**config.mk**
```make
export PLATFORM = sky130hd
export DESIGN_NAME = jtag_tap_sampled
export DESIGN_NICKNAME = d
export VERILOG_FILES = /design/src/rtl/jtag_tap_sampled.sv
export SDC_FILE = /design/constraint.sdc
export NUM_CORES = 1
export LEC_CHECK = 0
export CORE_MARGIN = 2
export CORE_UTILIZATION = 38
export CTS_CLUSTER_SIZE = 14
export DETAILED_ROUTE_END_ITERATION = 8
export PLACE_DENSITY = 0.57
export SLEW_MARGIN = 20
export SYNTH_ARGS = -nofsm -noshare
export SYNTH_HDL_FRONTEND = slang
export SYNTH_SLANG_ARGS = --single-unit
```
**constraint.sdc**
```tcl
create_clock -name clk -period 3.15 [get_ports clk]
set_clock_uncertainty 0.1 [all_clocks]
set_input_delay 0.315 -clock clk [delete_from_list [all_inputs] [get_ports clk]]
set_output_delay 0.315 -clock clk [all_outputs]
set_load 0.01 [all_outputs]
```
**src/rtl/jtag_tap_sampled.sv**
```systemverilog
// jtag_tap_sampled: IEEE 1149.1 TAP responder oversampled on clk (IDCODE, BYPASS, USER DR).
// Define JTAG_TAP_GLITCH_FILTER_EN to add a third tck stage that rejects single-clk tck pulses.
module jtag_tap_sampled #(
  parameter int unsigned IR_WIDTH = 5,
  parameter int unsigned DR_WIDTH = 32,
  parameter logic [31:0] IDCODE   = 32'h1000_0E1F
) (
  input  logic                clk,
  input  logic                rstn,
  input  logic                tck,
  input  logic                tms,
  input  logic                tdi,
  input  logic                trst,
  output logic                tdo,
  output logic                tdo_en,
  input  logic [DR_WIDTH-1:0] cap_data,
  output logic                cap_strobe,
  output logic [DR_WIDTH-1:0] upd_data,
  output logic                upd_valid
);

  localparam logic [IR_WIDTH-1:0] IrIdcode = IR_WIDTH'(5'h01);
  localparam logic [IR_WIDTH-1:0] IrUser   = IR_WIDTH'(5'h11);

  typedef enum logic [3:0] {
    StTlr   = 4'hF,
    StRti   = 4'hC,
    StSelDr = 4'h7,
    StCapDr = 4'h6,
    StShDr  = 4'h2,
    StEx1Dr = 4'h1,
    StPaDr  = 4'h3,
    StEx2Dr = 4'h0,
    StUpdDr = 4'h5,
    StSelIr = 4'h4,
    StCapIr = 4'hE,
    StShIr  = 4'hA,
    StEx1Ir = 4'h9,
    StPaIr  = 4'hB,
    StEx2Ir = 4'h8,
    StUpdIr = 4'hD
  } tap_state_e;

  // ---------------------------------------------------------------------------
  // Pin synchronizers
  // ---------------------------------------------------------------------------
  logic [1:0] r_tck_sync, r_tms_sync, r_tdi_sync, r_trst_sync;
  logic       w_tck, w_tms, w_tdi, w_trst;

  always_ff @(posedge clk or negedge rstn) begin
    if (!rstn) begin
      r_tck_sync  <= '0;
      r_tms_sync  <= '0;
      r_tdi_sync  <= '0;
      r_trst_sync <= '0;
    end else begin
      r_tck_sync  <= {r_tck_sync[0], tck};
      r_tms_sync  <= {r_tms_sync[0], tms};
      r_tdi_sync  <= {r_tdi_sync[0], tdi};
      r_trst_sync <= {r_trst_sync[0], trst};
    end
  end

  assign w_trst = r_trst_sync[1];

`ifdef JTAG_TAP_GLITCH_FILTER_EN
  logic r_tck_filt, r_tms_s3, r_tdi_s3;

  // tck only moves once both upstream stages agree, so a 1-clk pulse never propagates
  always_ff @(posedge clk or negedge rstn) begin
    if (!rstn) begin
      r_tck_filt <= 1'b0;
      r_tms_s3   <= 1'b0;
      r_tdi_s3   <= 1'b0;
    end else begin
      if (r_tck_sync[1] == r_tck_sync[0]) r_tck_filt <= r_tck_sync[1];
      r_tms_s3 <= r_tms_sync[1];
      r_tdi_s3 <= r_tdi_sync[1];
    end
  end

  assign w_tck = r_tck_filt;
  assign w_tms = r_tms_s3;
  assign w_tdi = r_tdi_s3;
`else
  assign w_tck = r_tck_sync[1];
  assign w_tms = r_tms_sync[1];
  assign w_tdi = r_tdi_sync[1];
`endif

  // ---------------------------------------------------------------------------
  // Edge detection; events are registered together with the tms/tdi they use
  // ---------------------------------------------------------------------------
  logic r_tck_prev, r_rise, r_fall, r_tms_ev, r_tdi_ev;

  always_ff @(posedge clk or negedge rstn) begin
    if (!rstn) begin
      r_tck_prev <= 1'b0;
      r_rise     <= 1'b0;
      r_fall     <= 1'b0;
      r_tms_ev   <= 1'b0;
      r_tdi_ev   <= 1'b0;
    end else begin
      r_tck_prev <= w_tck;
      r_tms_ev   <= w_tms;
      r_tdi_ev   <= w_tdi;
      if (w_trst) begin
        r_rise <= 1'b0;
        r_fall <= 1'b0;
      end else begin
        r_rise <= w_tck & ~r_tck_prev;
        r_fall <= ~w_tck & r_tck_prev;
      end
    end
  end

  // ---------------------------------------------------------------------------
  // TAP FSM: state register
  // ---------------------------------------------------------------------------
  tap_state_e r_state, w_state_next;

  always_ff @(posedge clk or negedge rstn) begin
    if (!rstn) begin
      r_state <= StTlr;
    end else if (w_trst) begin
      r_state <= StTlr;
    end else if (r_rise) begin
      r_state <= w_state_next;
    end
  end

  // TAP FSM: next state
  always_comb begin
    w_state_next = r_state;
    unique case (r_state)
      StTlr:   w_state_next = r_tms_ev ? StTlr   : StRti;
      StRti:   w_state_next = r_tms_ev ? StSelDr : StRti;
      StSelDr: w_state_next = r_tms_ev ? StSelIr : StCapDr;
      StCapDr: w_state_next = r_tms_ev ? StEx1Dr : StShDr;
      StShDr:  w_state_next = r_tms_ev ? StEx1Dr : StShDr;
      StEx1Dr: w_state_next = r_tms_ev ? StUpdDr : StPaDr;
      StPaDr:  w_state_next = r_tms_ev ? StEx2Dr : StPaDr;
      StEx2Dr: w_state_next = r_tms_ev ? StUpdDr : StShDr;
      StUpdDr: w_state_next = r_tms_ev ? StSelDr : StRti;
      StSelIr: w_state_next = r_tms_ev ? StTlr   : StCapIr;
      StCapIr: w_state_next = r_tms_ev ? StEx1Ir : StShIr;
      StShIr:  w_state_next = r_tms_ev ? StEx1Ir : StShIr;
      StEx1Ir: w_state_next = r_tms_ev ? StUpdIr : StPaIr;
      StPaIr:  w_state_next = r_tms_ev ? StEx2Ir : StPaIr;
      StEx2Ir: w_state_next = r_tms_ev ? StUpdIr : StShIr;
      StUpdIr: w_state_next = r_tms_ev ? StSelDr : StRti;
    endcase
  end

  // TAP FSM: per-event actions; capture/update fire on the rise that enters the state
  logic w_enter_tlr, w_cap_ir, w_shift_ir, w_upd_ir, w_cap_dr, w_shift_dr, w_upd_dr;
  logic w_in_shift_ir, w_in_shift_dr;

  always_comb begin
    w_enter_tlr   = r_rise & (w_state_next == StTlr);
    w_cap_ir      = r_rise & (w_state_next == StCapIr);
    w_upd_ir      = r_rise & (w_state_next == StUpdIr);
    w_cap_dr      = r_rise & (w_state_next == StCapDr);
    w_upd_dr      = r_rise & (w_state_next == StUpdDr);
    w_shift_ir    = r_rise & (r_state == StShIr);
    w_shift_dr    = r_rise & (r_state == StShDr);
    w_in_shift_ir = (r_state == StShIr);
    w_in_shift_dr = (r_state == StShDr);
  end

  // ---------------------------------------------------------------------------
  // Instruction decode
  // ---------------------------------------------------------------------------
  logic [IR_WIDTH-1:0] r_ir, r_ir_sr;
  logic                w_sel_idcode, w_sel_user, w_sel_bypass;

  assign w_sel_idcode = (r_ir == IrIdcode);
  assign w_sel_user   = (r_ir == IrUser);
  assign w_sel_bypass = ~w_sel_idcode & ~w_sel_user;

  // ---------------------------------------------------------------------------
  // Instruction/data registers and outputs
  // ---------------------------------------------------------------------------
  logic [DR_WIDTH-1:0] r_dr_sr, r_upd_data;
  logic                r_cap_strobe, r_upd_valid, r_tdo, r_tdo_en;

  always_ff @(posedge clk or negedge rstn) begin
    if (!rstn) begin
      r_ir         <= IrIdcode;
      r_ir_sr      <= '0;
      r_dr_sr      <= '0;
      r_upd_data   <= '0;
      r_cap_strobe <= 1'b0;
      r_upd_valid  <= 1'b0;
      r_tdo        <= 1'b0;
      r_tdo_en     <= 1'b0;
    end else if (w_trst) begin
      r_ir         <= IrIdcode;
      r_ir_sr      <= '0;
      r_dr_sr      <= '0;
      r_upd_data   <= '0;
      r_cap_strobe <= 1'b0;
      r_upd_valid  <= 1'b0;
      r_tdo        <= 1'b0;
      r_tdo_en     <= 1'b0;
    end else begin
      r_cap_strobe <= w_cap_dr & w_sel_user;
      r_upd_valid  <= w_upd_dr & w_sel_user;

      if (r_state == StTlr || w_enter_tlr) begin
        r_ir <= IrIdcode;
      end else if (w_upd_ir) begin
        r_ir <= r_ir_sr;
      end

      if (w_cap_ir) begin
        r_ir_sr <= IR_WIDTH'(1);
      end else if (w_shift_ir) begin
        r_ir_sr <= {r_tdi_ev, r_ir_sr[IR_WIDTH-1:1]};
      end

      if (w_cap_dr) begin
        if (w_sel_idcode)    r_dr_sr <= DR_WIDTH'(IDCODE);
        else if (w_sel_user) r_dr_sr <= cap_data;
        else                 r_dr_sr <= '0;
      end else if (w_shift_dr) begin
        // BYPASS is a 1-bit register living in bit 0
        if (w_sel_bypass) r_dr_sr[0] <= r_tdi_ev;
        else              r_dr_sr    <= {r_tdi_ev, r_dr_sr[DR_WIDTH-1:1]};
      end

      if (w_upd_dr && w_sel_user) r_upd_data <= r_dr_sr;

      if (r_fall) begin
        r_tdo_en <= w_in_shift_ir | w_in_shift_dr;
        if (w_in_shift_ir)      r_tdo <= r_ir_sr[0];
        else if (w_in_shift_dr) r_tdo <= r_dr_sr[0];
        else                    r_tdo <= 1'b0;
      end
    end
  end

  assign tdo        = r_tdo;
  assign tdo_en     = r_tdo_en;
  assign cap_strobe = r_cap_strobe;
  assign upd_valid  = r_upd_valid;
  assign upd_data   = r_upd_data;

endmodule

```
==> impl_results.md, run 1 <==
- Placed cell count: 502
- Ys flop type: dfrtp_1
- Post-synth EDFFs: 0
- Synth area leader: dfrtp_1
- Initial antenna violation count: 0
- First-pass detailed-route iteration total: 4
- Gr usage total: 17.4%
- CTS clock-pin slew for the worst setup and hold paths: 0.09 ns
- PwrDens: 435 nW/um^2
- Rows: 37
- Share of the synthesized area in the top cell type: 56.9%
- Sequential fraction of the synthesis area: 60.2%
- RSZ-0062 raised after global routing: no
- WL final: 9120 um
- Die W: 106 um
- Vias: 2,802
- Finished Core Util: 49.5%
- Area grow syn2layout: 28.0%
- CORE AREA: 10,200 um^2
- H-tree depth: 3
- Sequential share of power: 56.7%
- Synthesized cell area: 3960 um^2
- Critical path required time: 3.34 ns
- Most common cell after layout, fill and taps aside: dfrtp_1
- Int Power: 0.00170 W
- Number of synthesized register bits: 95
- Part of the power in combinational logic: 5.6%
- Worst slew margin: 59.3%
- Worst Path Max Fanout: 25
- LEAKAGE: 2.14 nW
- Aggregate negative setup slack: 0 ns
- Top Ports: 74
- CP startpoint kind: flip-flop
- Initial Utilization: 38.7%
- Post-CTS setup repair buffer count: 0
- VDD IR-drop max: 0.000256 V
- Clk_lat worst skew: 0.35 ns
- Final period utilization: 74.2%
- Most frequent cells in the layout: dfrtp_1 (90), clkdlybuf4s50_1 (72), a22o_1 (32)
- Layout cells sized above 1: 11.2%
- Worst setup slack after layout: 0.812 ns
- Worst-Margin Slew: 0.607 ns
- # DRC: 0
- Synth cell types: 40
- Hold slack: 0.255 ns
- Vias in the first global route: 2,845
- Nets: 416
- Max-cap violations: 0
- GRT overflow: 0
- Syn nets: 345
- First-pass GRT wire length: 15,300 um
- Worst EP arrival: 2.53 ns
- Cells taking the most area after synthesis: dfrtp_1 (57%), a22o_1 (7.1%), a221o_1 (5.8%), nor3b_1 (4.9%), dfstp_2 (3.3%)
- Routed WL per cell: 17.6 um
- Place WS: 0.815 ns
- Gpl congestion: 0.750
- Number of port buffers: 73
- Hold Crit Class: flip-flop to flip-flop
- Total CTS buffers: 9
- Clock share of power: 37.6%
- Initial DRC count: 159
- Post_cts resized: 0
- Clock tree buffer depth: 2
- Die ar.: 11,300 um^2
- Crit end category: flip-flop
- Die H: 106 um
- Avg Cell Area, Syn: 12.9 um^2
- HPWL Detailed: 6140 um
- # diodes: 0
- Cells after synthesis: 307
- Synth warn: 0
- F_max: 428 MHz
- Non-filler instance count after layout: 519
- Pins over their slew limit: 0
- Number of setup violations in the final report: 0
- Sw Pwr: 0.000501 W
- Sw Share: 22.8%
- Hold Vio Cnt, Final: 0
- Final min period: 2.34 ns
- Vias per cell: 5.40
- Status: complete, no violations
- TritonCTS clock tree: built
- Crit Path Category: flip-flop to flip-flop
- Root Driver: clkbuf_8
- Largest net degree at the start of global routing: 55
- Clock sink count: 95
- Async SR Flop Fraction: 100%
- Final ANT Viol Nets: 0
final cells by class:
type,count,area (um^2)
fillers,914,5160
flip-flops and latches,95,2380
multi-input cells,184,1470
repair buffers,84,826
well taps,136,170
clock buffers,11,151
clock inverters,5,56.3
inverters,4,15.0
repair_timing:
| item | in CTS | in global routing |
|---|---|---|
| hold buffers | 1 | 0 |
| endpoints found under the hold margin | 40 | 0 |
| endpoints found under the setup margin | 0 | 0 |
flip-flops by register name, indices dropped and copies added (netlist names):
register and count:
r_tms_sync 2, r_rise 1, r_fall 1, cap_strobe 1
tdo 1, r_tms_ev 1, r_trst_sync 2, tdo_en 1
upd_data 32, r_ir 5, r_tck_prev 1, r_state 4
r_dr_sr 32, upd_valid 1, r_tck_sync 2, r_ir_sr 5
r_tdi_sync 2, r_tdi_ev 1
routing by layer:
| layer | part of all wire (%) | routed length [um] | global-route usage (%) |
|---|---|---|---|
| met1 | 47 | 4320 | 24.5 |
| met5 | 0 | 0 | 0 |
| met2 | 48 | 4370 | 26.8 |
| met3 | 3.8 | 350 | 3.86 |
| met4 | 0.93 | 85 | 6.02 |
stage by stage:
stage / cell area, um^2 / power, W
finish: 5070 / 0.00220
global route: 5070 / 0.00231
CTS: 5070 / 0.00223
detailed placement: 4850 / 0.00140
global placement: 4850 / 0.00140
floorplan: 3960 / 0.00131
power groups by stage:
stage,clock [W],sequential [W],combinational [W]
after floorplan,0,0.00126,0.0000493
after global placement,0,0.00127,0.000126
after detailed placement,0,0.00127,0.000126
after CTS,0.000854,0.00125,0.000128
after global routing,0.000915,0.00125,0.000139
final,0.000829,0.00125,0.000124
critical path: stages, from the launching register on:
cell and delay, ns:
dfstp_2 0.65, nand3b_1 0.22, nor4b_4 0.29, buf_4 0.31
nor3b_4 0.22, buf_4 0.29, a221o_1 0.20
synthesized netlist by cell type (3+ instances only):
library cell  number
buf_2             16
o2bb2ai_1          8
nor2_1            14
nand2_1            8
nor3b_1           26
a22o_1            32
inv_1              4
clkbuf_1           8
mux2i_1           11
a221o_1           23
a22oi_1            8
nand2b_1          10
dfstp_2            5
o21ai_0            5
nor2b_1            3
a21oi_1            6
dfrtp_1           90
final timing paths:
path                       slack [ns]  cells after the start     startpoint            end
setup / recovery                 0.81                      6     r_state[1]    r_dr_sr[24]
hold / removal                   0.25                      0  r_tdi_sync[0]  r_tdi_sync[1]
setup reg to reg                 0.81                      6     r_state[1]    r_dr_sr[24]
hold reg to reg                  0.25                      0  r_tdi_sync[0]  r_tdi_sync[1]
min in group asynchronous        0.38                      2           rstn  r_tms_sync[0]
max in group asynchronous        1.86                      3           rstn     r_state[3]
cells by family (layout without fill, tap and decap cells):
group	after synthesis	count (layout)	synth area share [%]
AO/OA/AOI/OAI	92	92	19.7
AND/OR/NAND/NOR	79	79	13.6
multiplexers	13	13	3.35
buffers and inverters	28	104	3.16
flip-flops	95	95	60.2
(Power assumes the default switching activity.)
==> run 2, diff against run 1 <==
--- a/config.mk
+++ b/config.mk
@@ -9,7 +9,7 @@
 export CORE_UTILIZATION = 38
 export CTS_CLUSTER_SIZE = 14
 export DETAILED_ROUTE_END_ITERATION = 8
-export PLACE_DENSITY = 0.57
+export PLACE_DENSITY = 0.6
 export SLEW_MARGIN = 20
 export SYNTH_ARGS = -nofsm -noshare
 export SYNTH_HDL_FRONTEND = slang
==> constraint.sdc (replaced) <==
create_clock -name clk -period 2 [get_ports clk]
set_clock_uncertainty 0.1 [all_clocks]
set_input_delay 0.2 -clock clk [delete_from_list [all_inputs] [get_ports clk]]
set_output_delay 0.2 -clock clk [all_outputs]
set_load 0.01 [all_outputs]
==> impl_results.md, run 2 (synthesis gave the netlist of run 1 again) <==
- Status: complete, no violations (unchanged)
- Initial DRC count: 154 (was 159)
- Register area: 2380 um^2 (unchanged)
- TritonCTS clock tree: built (unchanged)
- Final period utilization: 95.7% (was 74.2%)
- Vias in the first global route: 3,023 (was 2,845)
- Part of the power in combinational logic: 7.0% (was 5.6%)
- Clock tree buffer depth: 2 (unchanged)
- CORE AREA: 10,200 um^2 (unchanged)
- Crit end category: flip-flop (unchanged)
- First-pass GRT wire length: 15,600 um (was 15,300 um)
- Rows: 37 (unchanged)
- Final ANT Viol Nets: 0 (unchanged)
- Max-cap violations: 0 (unchanged)
- RSZ-0062 raised after global routing: yes (was no)
- Area grow syn2layout: 32.7% (was 28.0%)
- Reg2reg end: r_dr_sr[12] (was r_dr_sr[24])
- Crit path from: r_ir[0] (was r_state[1])
- WL final: 9150 um (was 9120 um)
- Placed cell area: 5050 um^2 (was 4850 um^2)
- Sw Pwr: 0.000776 W (was 0.000501 W)
- Sw Share: 22.8% (about the same)
- GRT overflow: 0 (unchanged)
- Largest net degree at the start of global routing: 34 (was 55)
- CP startpoint kind: flip-flop (unchanged)
- Vias: 2,860 (was 2,802)
- HPWL Detailed: 6420 um (was 6140 um)
- Most frequent cells in the layout: dfrtp_1 (90), clkdlybuf4s50_1 (72), a22o_1 (32) (unchanged)
- Final Instance Area: 5260 um^2 (was 5070 um^2)
- Worst Setup EP: r_dr_sr[12] (was r_dr_sr[24])
- F_max: 523 MHz (was 428 MHz)
- Most common cell after layout, fill and taps aside: dfrtp_1 (unchanged)
- Number of port buffers: 73 (unchanged)
- Total CTS buffers: 9 (unchanged)
- Final min period: 1.91 ns (was 2.34 ns)
- H-tree depth: 3 (unchanged)
- R2r setup slk: 0.09 ns (was 0.81 ns)
- Die ar.: 11,300 um^2 (unchanged)
- Gpl congestion: 0.758 (was 0.750)
- Gr usage total: 17.6% (was 17.4%)
- Power Total: 0.00340 W (was 0.00220 W)
- Multi-input gate area: 1490 um^2 (was 1470 um^2)
- Clock sink count: 95 (unchanged)
- Post-CTS setup repair buffer count: 0 (unchanged)
- Crit Path Category: flip-flop to flip-flop (unchanged)
- PwrDens: 647 nW/um^2 (was 435 nW/um^2)
- CTS clock-pin slew for the worst setup and hold paths: 0.09 ns (about the same)
- Worst-Margin Slew: 0.578 ns (was 0.607 ns)
- Clk_lat worst skew: 0.35 ns (about the same)
- Hold Vio Cnt, Final: 0 (unchanged)
- # diodes: 0 (unchanged)
- Top Ports: 74 (unchanged)
- Initial Utilization: 38.7% (unchanged)
- Initial antenna violation count: 0 (unchanged)
- LEAKAGE: 2.22 nW (was 2.14 nW)
- Vias per cell: 5.36 (was 5.40)
- Routed WL per cell: 17.1 um (was 17.6 um)
- Root Driver: clkbuf_8 (unchanged)
- Critical path required time: 2.18 ns (was 3.34 ns)
- # DRC: 0 (unchanged)
- Layout cells sized above 1: 15.1% (was 11.2%)
- Nets: 432 (was 416)
- Number of setup violations in the final report: 0 (unchanged)
- Worst EP arrival: 2.09 ns (was 2.53 ns)
- R2r startpoint: r_ir[0] (was r_state[1])
- Worst slew margin: 61.3% (was 59.3%)
- First-pass detailed-route iteration total: 4 (unchanged)
- Clock share of power: 35.7% (was 37.6%)
- Hold Crit Class: primary input to flip-flop (was flip-flop to flip-flop)
- Worst Path Max Fanout: 23 (was 25)
- Pins over their slew limit: 0 (unchanged)
- Sequential share of power: 57.3% (was 56.7%)
- VDD IR-drop max: 0.000446 V (was 0.000256 V)
- Die H: 106 um (unchanged)
- Int Power: 0.00263 W (was 0.00170 W)
- Worst r2r path cells: 5 (was 6)
- Fillcell total: 890 (was 914)
- Die W: 106 um (unchanged)
run 2: cell types whose count changed in the layout (fill, tap and decap cells not counted), moves of 2 or more:
cell	before	now
clkinvlp_4	1	4
buf_12	1	6
buf_4	10	21
clkbuf_8	11	9
clkinv_2	2	0
run 2: worst min path at each step:
stage,start,to,slack [ns],depth (start not counted)
finish,trst,r_trst_sync[0],0.19,1
global route,tdi,r_tdi_sync[0],0.17,1
CTS,trst,r_trst_sync[0],0.17,1
detailed placement,rstn,upd_data[15],0.03,1
global placement,rstn,r_dr_sr[14],0.03,1
floorplan,rstn,cap_strobe,-0.20,0
run 2: area by class of cell:
cell class,instances,share of cell area [%]
sequential,95,45.4
tap,136,3.24
clock inverter,5,1.14
multi-input combinational,184,28.4
clock buffer,10,2.43
timing repair buffer,100,19.2
inverter,4,0.286
run 2: power by group through the flow:
stage / combinational, W / clock (W) / sequential [W]
floorplan: 0.0000785 / 0 / 0.00198
CTS: 0.000242 / 0.00125 / 0.00195
detailed placement: 0.000240 / 0 / 0.00199
global route: 0.000262 / 0.00135 / 0.00195
global placement: 0.000239 / 0 / 0.00199
finish: 0.000238 / 0.00121 / 0.00195
run 2: stage by stage:
step	util, %	hold WS, ns	setup slack, ns	instances	setup TNS (ns)
after floorplan	-	-0.196	0.00661	307	0
after global placement	49.4	0.0321	0.130	518	0
after detailed placement	49.4	0.0343	0.0961	518	0
after CTS	51.3	0.169	0.0688	534	0
after global routing	51.4	0.167	-0.0566	534	-1.04
final	51.4	0.188	0.0869	534	0
run 2: repair_timing:
item	CTS	global route
endpoints found under the setup margin	0	38
endpoints found under the hold margin	54	0
hold buffers	1	0
resized for setup	0	2
run 2: worst max-delay path: stages, from the launching register on:
cell	delay, ns
dfstp_2	0.54
nor4b_4	0.27
nor4b_4	0.31
nor3b_4	0.28
buf_12	0.19
a221o_1	0.16
run 2: per-layer routing:
metal  share of wire [%]  global-route usage (%)  up-vias
met5                   0                       0        -
met4                 1.3                    5.73        0
met3                 4.1                    2.94       11
met2                  47                    26.9       80
met1                  48                    25.7     1432
li1                    -                       -     1337
